===== config.mk =====
export PLATFORM = sky130hd
export DESIGN_NAME = mul_issue_ctrl
export DESIGN_NICKNAME = d
export VERILOG_FILES = /design/src/rtl/mul_issue_ctrl.sv
export SDC_FILE = /design/constraint.sdc
export NUM_CORES = 1
export LEC_CHECK = 0
export CAP_MARGIN = 20
export CORE_MARGIN = 1.5
export CORE_UTILIZATION = 35
export CTS_BUF_LIST = sky130_fd_sc_hd__clkbuf_16
export CTS_CLUSTER_SIZE = 12
export DETAILED_ROUTE_END_ITERATION = 8
export DONT_BUFFER_PORTS = 1
export SKIP_CTS_REPAIR_TIMING = 1
export SKIP_LAST_GASP = 1
export SYNTH_ARGS = -nofsm -noshare
export SYNTH_HDL_FRONTEND = slang
export SYNTH_SLANG_ARGS = --single-unit
export TNS_END_PERCENT = 20

===== constraint.sdc =====
create_clock -name clk -period 4.8 [get_ports clk]
set_input_delay 0.96 -clock clk [delete_from_list [all_inputs] [get_ports clk]]
set_output_delay 0.96 -clock clk [all_outputs]
set_load 0.05 [all_outputs]

===== src/rtl/mul_issue_ctrl.sv =====
// mul_issue_ctrl: issues one request at a time to an external MUL_LAT-cycle multiplier and returns the product.
// Optional build macro MUL_ZERO_BYPASS_EN answers requests with a zero low-half operand immediately with 0.

module mul_issue_ctrl #(
    parameter int MUL_LAT = 9,
    parameter int TAG_W   = 5
) (
    input  logic             clk,
    input  logic             reset,
    input  logic             req_valid,
    output logic             req_ready,
    input  logic [31:0]      req_a,
    input  logic [31:0]      req_x,
    input  logic [TAG_W-1:0] req_tag,
    output logic             mul_rst,
    output logic [31:0]      mul_a,
    output logic [31:0]      mul_x,
    input  logic [31:0]      mul_result,
    output logic             rsp_valid,
    input  logic             rsp_ready,
    output logic [31:0]      rsp_result,
    output logic [TAG_W-1:0] rsp_tag,
    output logic             busy
);

    localparam int               CNT_W    = (MUL_LAT > 1) ? $clog2(MUL_LAT) : 1;
    localparam logic [CNT_W-1:0] CNT_LOAD = CNT_W'(MUL_LAT - 1);
    localparam logic [CNT_W-1:0] CNT_ZERO = {CNT_W{1'b0}};
    localparam logic [CNT_W-1:0] CNT_ONE  = CNT_W'(1);

    typedef enum logic [1:0] {
        IDLE = 2'd0,
        CLR  = 2'd1,
        RUN  = 2'd2,
        DONE = 2'd3
    } state_t;

    state_t           state_q, state_d;
    logic [CNT_W-1:0] cnt_q, cnt_d;
    logic [31:0]      mul_a_q, mul_a_d;
    logic [31:0]      mul_x_q, mul_x_d;
    logic [TAG_W-1:0] tag_q, tag_d;
    logic [31:0]      rsp_result_q, rsp_result_d;
    logic [TAG_W-1:0] rsp_tag_q, rsp_tag_d;
    logic             mul_rst_q, mul_rst_d;
    logic             rsp_valid_q, rsp_valid_d;
    logic             busy_q, busy_d;
    logic             req_ready_s;
    logic             accept_s;
    logic             zero_op_s;

    // Ready follows the consumer in DONE so a new request can overlap the response handshake.
    always_comb begin
        req_ready_s = 1'b0;
        if (state_q == IDLE) begin
            req_ready_s = 1'b1;
        end else if (state_q == DONE) begin
            req_ready_s = rsp_ready;
        end else begin
            req_ready_s = 1'b0;
        end
    end

    assign accept_s = req_valid && req_ready_s;

`ifdef MUL_ZERO_BYPASS_EN
    assign zero_op_s = (req_a[15:0] == 16'h0000) || (req_x[15:0] == 16'h0000);
`else
    assign zero_op_s = 1'b0;
`endif

    // Next-state, counter, operand and response computation.
    always_comb begin
        state_d      = state_q;
        cnt_d        = cnt_q;
        mul_a_d      = mul_a_q;
        mul_x_d      = mul_x_q;
        tag_d        = tag_q;
        rsp_result_d = rsp_result_q;
        rsp_tag_d    = rsp_tag_q;

        case (state_q)
            IDLE: begin
                if (accept_s) begin
                    state_d = zero_op_s ? DONE : CLR;
                end else begin
                    state_d = IDLE;
                end
            end
            CLR: begin
                cnt_d   = CNT_LOAD;
                state_d = RUN;
            end
            RUN: begin
                if (cnt_q == CNT_ZERO) begin
                    rsp_result_d = mul_result;
                    rsp_tag_d    = tag_q;
                    state_d      = DONE;
                end else begin
                    cnt_d   = cnt_q - CNT_ONE;
                    state_d = RUN;
                end
            end
            DONE: begin
                if (accept_s) begin
                    state_d = zero_op_s ? DONE : CLR;
                end else if (rsp_ready) begin
                    state_d = IDLE;
                end else begin
                    state_d = DONE;
                end
            end
            default: begin
                state_d = IDLE;
            end
        endcase

        // Operands are only captured on acceptance and otherwise held for the multiplier.
        if (accept_s) begin
            mul_a_d = req_a;
            mul_x_d = req_x;
            tag_d   = req_tag;
            if (zero_op_s) begin
                rsp_result_d = 32'h0000_0000;
                rsp_tag_d    = req_tag;
            end else begin
                rsp_tag_d = rsp_tag_d;
            end
        end else begin
            tag_d = tag_d;
        end

        mul_rst_d   = (state_d != RUN);
        rsp_valid_d = (state_d == DONE);
        busy_d      = (state_d != IDLE);
    end

    // State and registered outputs.
    always_ff @(posedge clk or negedge reset) begin
        if (!reset) begin
            state_q      <= IDLE;
            cnt_q        <= CNT_ZERO;
            mul_a_q      <= 32'h0000_0000;
            mul_x_q      <= 32'h0000_0000;
            tag_q        <= {TAG_W{1'b0}};
            rsp_result_q <= 32'h0000_0000;
            rsp_tag_q    <= {TAG_W{1'b0}};
            mul_rst_q    <= 1'b1;
            rsp_valid_q  <= 1'b0;
            busy_q       <= 1'b0;
        end else begin
            state_q      <= state_d;
            cnt_q        <= cnt_d;
            mul_a_q      <= mul_a_d;
            mul_x_q      <= mul_x_d;
            tag_q        <= tag_d;
            rsp_result_q <= rsp_result_d;
            rsp_tag_q    <= rsp_tag_d;
            mul_rst_q    <= mul_rst_d;
            rsp_valid_q  <= rsp_valid_d;
            busy_q       <= busy_d;
        end
    end

    assign req_ready  = req_ready_s;
    assign mul_rst    = mul_rst_q;
    assign mul_a      = mul_a_q;
    assign mul_x      = mul_x_q;
    assign rsp_valid  = rsp_valid_q;
    assign rsp_result = rsp_result_q;
    assign rsp_tag    = rsp_tag_q;
    assign busy       = busy_q;

endmodule


After elaboration in Yosys (flattened, before gate mapping). Cells that the tools add are included.

Register bits: 115. Output and inout bits: 105. Word-level logic and storage cells: 33. Input port bits: 105.

Reductions and logical operators: 7. Add/sub/neg operators: 1. Mux-type cells: 9. Equality and inequality tests: 6.

Operators by type and width (count): $pmux 2 s4 (1); $pmux 4 s2 (1); $eq 2x2->1 const B (3); $logic_not 4->1 (1); $mux 1 (4); $mux 2 (2); $mux 4 (1); $ne 2x2->1 const B (2); $reduce_and 2->1 (2); $reduce_bool 2->1 (2); $sub 4x1->4 const B (1); $eq 2x1->1 const B (1); $logic_not 2->1 (1); $logic_and 1x1->1 (1).

Depth between registers and ports, before layout. Gate-level depths: netlist of the first run.

Word-level depth: 7. Gate-level depth with buffers: 6. Depth with buffers taken out: 5.

Worst setup path before layout of the first run. No wires, ideal clock.

Path kind: in2out. Start: in rsp_ready. End: out req_ready. Cell stages on the path: 4. Slack: 2.118 ns. Path buffers: 1. Required time: 3.840 ns. Arrival time: 1.722 ns. Path through: and2_1 -> clkbuf_1 -> a21boi_0 -> inv_1.

Cells in the longest elaborated chain, start to end: 2.

RTL lines: start: declaration (RTL line 20) `input logic rsp_ready,`; $mux 1 (RTL line 57) `end else if (state_q == DONE) begin`; $mux 1 (RTL line 55) `if (state_q == IDLE) begin`; end: declaration (RTL line 11) `output logic req_ready,`.

Every way passes these cells.

Final worst setup path of the first run.
Start: reg state_q[0]. End: out req_ready.

Cells in the longest elaborated chain, start to end: 3. Elaborated cells between the ends (all ways): 4. Classes of those cells: 1 x eq/ne; 2 x mux; 1 x reduce/logical.

RTL lines: start: declaration (RTL line 38) `state_t state_q, state_d;`; start signal: assignment (RTL line 152) `state_q <= state_d;`; $eq 2x2->1 (RTL line 57); $mux 1 (RTL line 57); $mux 1 * (RTL line 55).

Every way passes the cells marked *; elsewhere a longest branch is shown, timed or not.

==> results of run 1 <==
[synth_stat cells, drive strengths merged]
master	instances	area (sq um)
nand4b	1	8.76
o21ai	2	10.0
nand2b	4	25.0
nor3b	1	18.8
dfrtp	114	2850
a211oi	69	518
a21o	1	7.51
o311ai	1	8.76
o22ai	69	432
nand3	2	22.5
a21boi	3	22.5
nor2	71	267
ha	1	12.5
or2	1	6.26
inv	6	22.5
clkbuf	22	82.6
o211ai	2	15.0
or3	2	12.5
nand2	3	11.3
buf	37	208
o32ai	69	604
a21oi	2	10.0
a221oi	1	8.76
dfstp	1	26.3
and2	1	6.26
or4b	1	10.0
or4	1	7.51
o221ai	1	8.76
mux2	37	529
[metrics by stage]
step | utilization, % | cell area (sq um) | setup slack, ns | hold slack (ns)
after global routing | 40.4 | 6460 | 1.86 | 0.220
final | 40.4 | 6460 | 2.03 | 0.250
after CTS | 40.4 | 6460 | 2.01 | 0.228
after floorplan | - | 5770 | 2.12 | 0.528
after detailed placement | 36.5 | 5840 | 2.12 | 0.553
after global placement | 36.3 | 5810 | 2.17 | 0.536
[cell type report]
cell class              instances  area, sq um
fillers                      1539         9540
repair buffers                  7         72.6
inverters                       6         22.5
clock buffers                  17          425
flip-flops and latches        115         2880
well taps                     216          270
clock inverters                14          195
multi-input cells             346         2590
[flip-flops by register name, summed over array words and instances, names as in the netlist]
signal and cells:
mul_rst 1, rsp_valid 1, cnt_q 4, mul_x 32, busy 1, rsp_tag 5
rsp_result 32, tag_q 5, state_q 2, mul_a 32
[path summary, 6_finish.rpt]
kind	from	endpoint	slack, ns
min in group clk	tag_q[0]$_DFFE_PN0P_	rsp_tag[0]$_DFFE_PN0P_	0.57
setup / recovery	state_q[0]$_DFF_PN0_	req_ready	2.03
setup reg to reg	state_q[1]$_DFF_PN0_	rsp_result[9]$_DFFE_PN0P_	2.09
hold / removal	reset	rsp_result[27]$_DFFE_PN0P_	0.25
hold reg to reg	tag_q[0]$_DFFE_PN0P_	rsp_tag[0]$_DFFE_PN0P_	0.57
max in group asynchronous	reset	mul_rst$_DFF_PN1_	4.34
[cells by family after synthesis]
logic type               count (synthesis)
AO/OA/AOI/OAI                          220
multiplexers                            37
buffers and inverters                   65
adder cells (fa/ha/maj)                  1
AND/OR/NAND/NOR                         88
flip-flops                             115
[cell usage in the layout, fill, tap and decap left out, drive strengths merged, types with 2 or more instances in the layout]
cell | netlist | layout
dfrtp | 114 | 114
nor2 | 71 | 71
o22ai | 69 | 69
o32ai | 69 | 69
a211oi | 69 | 69
mux2 | 37 | 37
clkbuf | 22 | 17
inv | 6 | 8
buf | 37 | 7
clkinv | 0 | 6
bufinv | 0 | 5
nand2b | 4 | 4
a21boi | 3 | 3
nand2 | 3 | 3
a21oi | 2 | 2
or3 | 2 | 2
o211ai | 2 | 2
o21ai | 2 | 2
nand3 | 2 | 2
[routing by layer]
layer,wire length [um],up-vias,global-route usage [%]
met5,0,-,0
met4,216,0,6.67
met3,1700,25,8.02
met2,7490,263,28.5
met1,6680,2349,23.0
li1,-,2039,-
==> summary.md, run 1 <==
| Metric | Value |
|---|---|
| Largest net degree at the start of global routing | roughly 120 |
| Dpl hpwl | roughly 9500 um |
| CTS tree | done |
| Hold Path Class | input port to asynchronous set/reset pin |
| Syn avg cell area | ~11 sq um |
| Clock slew at reported path FFs | 0.05 ns |
| Worst path cell trace | or2_2 > a21boi_0 > inv_1 |
| Crit path DAT | 1.81 ns |
| Row count | 46 |
| Layout area overhead | 11.8% |
| CTS max path bufs | 2 |
| Yosys warns | 0 |
| Final Hold Viols | 0 |
| Die ar. | between 15,000 and 20,000 sq um |
| Post-DR wirelength/cell | approximately 22 um |
| WP depth | 3 |
| Critical Path RT | 3.84 ns |
| DRC | 0 |
| Share of layout cells above drive strength 1 | between 15 and 20% |
| Xor/xnor share of the synthesized area | 0% |
| CTS root buf | clkbuf_16 |
| Final Critical Period | around 2.8 ns |
| Worst slew pin tran | roughly 0.85 ns |
| Fmax | around 360 MHz |
| Drt first pass iters | 5 |
| Initial antenna violation count | 0 |
| DR iter-0 viols | about 420 |
| Clock Latency Late Sink | 0.40 ns |
| DR vias/cell | around 6.5 |
| Period Utilization, post-route | 57.7% |
| CP Max Fanout | 13 |
| Core area | 16,000 sq um |
| PortBufs | 0 |
| GR Util All Layers | a little under a fifth |
| Post-route insts no fill | about 700 |
| Outcome | complete, no violations |
| DRT antenna net count | 0 |
| Number of diodes | 0 |
| Buf/Inv on CP | 1 |
| Largest family of logic cells by synthesized area | compound AO/OA/AOI/OAI gates |
| Sequential fraction of the synthesis area | between 40% and 50% |
| Post-Synth Adder-Cell Area | 0.217% |
| First-pass GRT wire length | approximately 26,000 um |
| Simple-Gate Fraction of Synth Area | between 6 and 7% |
| Mux contribution to synthesized area | 9.17% |
| CP max-delay cell | dfrtp_1 |
| Synth unique cells | 35 |
| H-tree depth | 4 |
| Placed cell count | 690 |
| Slowest cell delay on critical path | about 0.53 ns |
| Post-Syn Instances | 526 |
| Crit path capture type | primary output |
| Clock Skew | around 0.0085 ns |
| IO Count | 210 |
| Synth Cell Area | 5770 sq um |
| Clock sinks | about 120 |
| Syn nets | between 600 and 700 |
| CP Class | flip-flop to primary output |
| GRT overflow | 0 |
| Max-slew violation count | 0 |
| Starting Density | between 30% and 40% |
| Synth Area in Compound Gates | 28.5% |
| Die Height | approximately 130 um |
| Unrepaired setup endpoints after global routing | no |
| Die extent in x | roughly 130 um |
| Number of global-route vias before repair | 4,774 |
| Fin nets | around 600 |
| Synth Register Bits | roughly 120 |
| Post-Route WL | approximately 16,000 um |
| Worst slew margin | a little over two fifths |
| Number of CTS-inserted buffers | 17 |
| CP delay by family, top | flip-flops |
| # setup viols final | 0 |
| Worst setup SP type | flip-flop |
| Total of max-cap violations | 0 |
| Cells on worst reg2reg path | 3 |
| Final GP Congestion | about 0.81 |
| Vias | approximately 4,700 |
| Setup TNS | 0 ns |
Power of run 1 is left out: the tool's default activity adds up to more than one toggle a clock period on the data nets, which glitch-free logic cannot reach.
==> inputs of run 2 (changes only) <==
==> constraint.sdc (replaced) <==
create_clock -name clk -period 2.8 [get_ports clk]
set_input_delay 0.56 -clock clk [delete_from_list [all_inputs] [get_ports clk]]
set_output_delay 0.56 -clock clk [all_outputs]
set_load 0.05 [all_outputs]
==> summary.md, run 2 (synthesis gave the netlist of run 1 again) <==
| Metric | Value |
|---|---|
| Number of global-route vias before repair | 4,722 (-1.1%) |
| Crit path DAT | 2.61 ns (+0.80 ns) |
| IO Count | 210 (unchanged) |
| Max-slew violation count | 0 (unchanged) |
| Die extent in x | 131 um (unchanged) |
| Crit path capture type | flip-flop |
| GRT overflow | 0 (unchanged) |
| Post-route insts no fill | 726 (+0.69%) |
| Fmax | 428 MHz |
| CP Class | flip-flop to flip-flop |
| DR iter-0 viols | 243 (-42%) |
| Final Critical Period | 2.34 ns |
| Worst slew margin | 44.3% (+1.1 points) |
| DRC | 0 (unchanged) |
| Hold Slack | -0.149 ns (-0.399 ns) |
| Drt first pass iters | 5 (unchanged) |
| Row count | 46 (unchanged) |
| Worst setup SP type | flip-flop |
| Hold Path Class | input port to asynchronous set/reset pin |
| Period Utilization, post-route | ~83% |
| Most frequent cells in the layout | dfrtp_1, nor2_1, o22ai_1, o32ai_1, a211oi_1 |
| Final setup margin | 0.462 ns (-1.57 ns) |
| PortBufs | 0 (unchanged) |
| Outcome | complete, but fails checks |
| Dpl hpwl | 9850 um (+3.3%) |
| Number of CTS-inserted buffers | 17 (unchanged) |
| H-tree depth | 4 (unchanged) |
| Unrepaired setup endpoints after global routing | no |
| Failing checks | hold timing |
| Clock Skew | 0.0143 ns (+0.00581 ns) |
| Layout area overhead | 11.0% |
| Vias | 4,655 (-0.45%) |
| Die Height | 131 um (unchanged) |
| Die ar. | 17,300 sq um (unchanged) |
| DP Worst Slack | 0.486 ns (-1.63 ns) |
| GR Util All Layers | 19.0% (+0.49 points) |
| Worst slew pin tran | 0.836 ns (-0.0172 ns) |
| Starting Density | 36.1% (unchanged) |
| Post-DR wirelength/cell | 22.7 um (+1.7%) |
| Final GP Congestion | 0.800 (-1.6%) |
| DRT antenna net count | 0 (unchanged) |
| Clock sinks | 115 (unchanged) |
| Share of layout cells above drive strength 1 | 16.5% (+0.63 points) |
| Setup TNS | 0 ns (unchanged) |
| CTS root buf | clkbuf_16 |
| Core area | 16,000 sq um (unchanged) |
| Commonest non-fill, non-tap cell in the layout | dfrtp_1 |
| Fin nets | 603 (+0.67%) |
| First-pass GRT wire length | 26,100 um (+0.80%) |
| Post-Route WL | 16,500 um (+2.4%) |
| CTS max path bufs | 2 (unchanged) |
| DR vias/cell | 6.41 (-1.1%) |
| CP Max Fanout | 37 (+24) |
| # setup viols final | 0 (unchanged) |
| CTS tree | done |
| Critical Path RT | 3.08 ns (-0.76 ns) |
| Clock Latency Late Sink | 0.41 ns (about the same) |
| Number of diodes | 0 (unchanged) |
| Placed cell count | 694 (+0.58%) |
| Clock slew at reported path FFs | 0.05 ns (about the same) |
| Largest net degree at the start of global routing | 116 (unchanged) |
| Total of max-cap violations | 0 (unchanged) |
| Final Hold Viols | 114 (+114) |
| R2R setup slack | 0.46 ns (-1.63 ns) |
| Initial antenna violation count | 0 (unchanged) |
run 2: path summary, 6_finish.rpt:
check                                     start                          to  depth (start not counted)
max in group asynchronous                 reset           mul_rst$_DFF_PN1_                          0
max                        cnt_q[0]$_DFFE_PN0P_  rsp_result[20]$_DFFE_PN0P_                          5
min reg2reg                tag_q[2]$_DFFE_PN0P_      rsp_tag[2]$_DFFE_PN0P_                          1
min in group clk                  mul_result[3]   rsp_result[3]$_DFFE_PN0P_                          1
min                                       reset  rsp_result[24]$_DFFE_PN0P_                          0
max reg2reg                cnt_q[0]$_DFFE_PN0P_  rsp_result[20]$_DFFE_PN0P_                          5
run 2: through the flow:
step                      utilization [%]  instance area (sq um)  hold slack, ns
final                                40.1                   6410          -0.149
after global routing                 40.1                   6410          -0.181
after CTS                            40.1                   6410          -0.174
after detailed placement             36.6                   5860           0.267
after global placement               36.6                   5860           0.267
after floorplan                         -                   5770           0.264
run 2: area by class of cell:
| type | count | area [sq um] |
|---|---|---|
| fillers | 1507 | 9590 |
| clock buffers | 17 | 425 |
| repair buffers | 11 | 95.1 |
| inverters | 6 | 22.5 |
| flip-flops and latches | 115 | 2880 |
| multi-input cells | 346 | 2590 |
| clock inverters | 15 | 124 |
| well taps | 216 | 270 |
run 2: worst max-delay path, stage by stage (launching register included):
cell and delay, ns:
dfrtp_1 0.41, inv_1 0.10, ha_1 0.23, nor3b_4 0.34
nand3_4 0.57, mux2_4 0.52
run 2: routing by layer:
metal / up-vias / track usage, % / part of all wire, %
met5: - / 0 / 0
met4: 0 / 6.54 / 0.66
met3: 8 / 7.79 / 9.9
met2: 240 / 30.8 / 49
met1: 2362 / 22.7 / 41
li1: 2045 / - / -
Power of run 2 is left out for the same reason.
==> inputs of run 3 (changes only) <==
==> constraint.sdc (replaced) <==
create_clock -name clk -period 2 [get_ports clk]
set_input_delay 0.4 -clock clk [delete_from_list [all_inputs] [get_ports clk]]
set_output_delay 0.4 -clock clk [all_outputs]
set_load 0.05 [all_outputs]
==> summary.md, run 3 (synthesis gave the netlist of run 1 again) <==
| Metric | Value |
|---|---|
| GRT overflow | 0 (unchanged) |
| Max-slew violation count | 0 (unchanged) |
| Buf/Inv on CP | 2 (+1) |
| Die Height | 131 um (unchanged) |
| # setup viols final | 0 (unchanged) |
| Cells on worst reg2reg path | 6 (+1) |
| DRC | 0 (unchanged) |
| Slowest cell delay on critical path | 0.42 ns (-0.15 ns) |
| Worst slew margin | 60.4% (+16 points) |
| Die ar. | 17,300 sq um (unchanged) |
| Core area | 16,000 sq um (unchanged) |
| Final Hold Viols | 115 (+0.88%) |
| DR iter-0 viols | 291 (+20%) |
| Unrepaired setup endpoints after global routing | no |
| Post-Route WL | 16,400 um (-0.18%) |
| DRT antenna net count | 0 (unchanged) |
| CP max-delay cell | dfrtp_2 |
| Failing checks | hold timing |
| Setup TNS | 0 ns (unchanged) |
| Worst setup SP type | flip-flop |
| CTS tree | done |
| GR Util All Layers | 18.9% (-0.032 points) |
| Outcome | complete, but fails checks |
| Fin nets | 605 (+0.33%) |
| Final Critical Period | 1.89 ns |
| PortBufs | 0 (unchanged) |
| Critical Path RT | 1.60 ns (-1.48 ns) |
| CP Max Fanout | 3 (-92%) |
| Commonest non-fill, non-tap cell in the layout | dfrtp_1 |
| DR vias/cell | 6.49 (+1.2%) |
| Number of CTS-inserted buffers | 17 (unchanged) |
| R2R setup slack | 0.12 ns (-0.34 ns) |
| Crit path DAT | 1.49 ns (-1.12 ns) |
| Layout area overhead | 13.6% |
| Drt first pass iters | 4 (-1) |
| Starting Density | 36.1% (unchanged) |
| Dpl hpwl | 9820 um (-0.23%) |
| Crit path capture type | primary output |
| Final GP Congestion | 0.787 (-1.6%) |
| DP Worst Slack | 0.144 ns (-0.342 ns) |
| Post-DR wirelength/cell | 22.6 um (-0.45%) |
| Reg2reg end | rsp_result[13]$_DFFE_PN0P_ |
| Hold Path Class | input port to asynchronous set/reset pin |
| First-pass GRT wire length | 26,100 um (-0.18%) |
| Clock sinks | 115 (unchanged) |
| Vias | 4,722 (+1.4%) |
| Clock Latency Late Sink | 0.41 ns (about the same) |
| Clock Skew | 0.00930 ns (-0.00504 ns) |
| Hold Slack | -0.312 ns (-0.163 ns) |
| Total of max-cap violations | 0 (unchanged) |
| IO Count | 210 (unchanged) |
| Share of layout cells above drive strength 1 | 17.2% (+0.72 points) |
| H-tree depth | 4 (unchanged) |
| Reg-to-Reg Start | cnt_q[0]$_DFFE_PN0P_ |
| Initial antenna violation count | 0 (unchanged) |
| Post-DP Area | 5950 sq um (+1.5%) |
| CP delay by family, top | flip-flops |
| Number of diodes | 0 (unchanged) |
| CTS root buf | clkbuf_16 |
| Period Utilization, post-route | a little over nine tenths |
| Die extent in x | 131 um (unchanged) |
| Most frequent cells in the layout | dfrtp_1, nor2_1, o22ai_1, o32ai_1, a211oi_1 |
| CTS max path bufs | 2 (unchanged) |
| Fmax | 529 MHz |
| Post-route cell area | 6560 sq um (+2.4%) |
| Worst path cell trace | or2_4 > a21boi_2 > inv_1 > buf_6 |
| Largest net degree at the start of global routing | 116 (unchanged) |
| CP Class | flip-flop to primary output |
| Number of global-route vias before repair | 4,735 (+0.28%) |
| Final setup margin | 0.109 ns (-0.353 ns) |
| Row count | 46 (unchanged) |
| Worst slew pin tran | 0.593 ns (-0.242 ns) |
| Clock slew at reported path FFs | 0.05 ns (about the same) |
run 3: worst max-delay path by stage:
stage,start,endpoint,slack (ns),depth (start not counted)
after floorplan,state_q[1]$_DFF_PN0_,req_ready,0.29,4
after global placement,cnt_q[0]$_DFFE_PN0P_,rsp_result[13]$_DFFE_PN0P_,0.28,6
after detailed placement,cnt_q[0]$_DFFE_PN0P_,rsp_result[21]$_DFFE_PN0P_,0.14,6
after CTS,state_q[0]$_DFF_PN0_,req_ready,-0.05,4
after global routing,cnt_q[1]$_DFFE_PN0P_,rsp_result[30]$_DFFE_PN0P_,0.02,6
final,state_q[1]$_DFF_PN0_,req_ready,0.11,4
run 3: area by class of cell:
class | count | area (sq um)
clock buffer | 17 | 425
inverter | 6 | 22.5
fill | 1541 | 9440
tap | 216 | 270
clock inverter | 15 | 175
sequential | 115 | 2880
timing repair buffer | 13 | 189
multi-input combinational | 346 | 2600
run 3: worst register-to-register path: stages, from the launching register on:
cell     delay, ns
dfrtp_1       0.41
inv_1         0.09
ha_1          0.22
nor3b_4       0.38
nand3_4       0.11
buf_12        0.21
mux2_4        0.35
run 3: through the flow:
| step | util, % | std cells | hold slack [ns] |
|---|---|---|---|
| floorplan | - | 526 | 0.104 |
| global placement | 37.2 | 696 | 0.107 |
| detailed placement | 37.2 | 696 | 0.107 |
| CTS | 40.9 | 728 | -0.331 |
| global route | 41.0 | 728 | -0.339 |
| finish | 41.0 | 728 | -0.312 |
run 3: per-layer routing:
metal  global-route usage, %  wire [um]  vias to the layer above
met5                       0          0                        -
met4                    7.10        285                        0
met3                    7.33       1680                       22
met2                    31.2       7880                      265
met1                    22.4       6600                     2380
li1                        -          -                     2055
Power of run 3 is left out for the same reason.
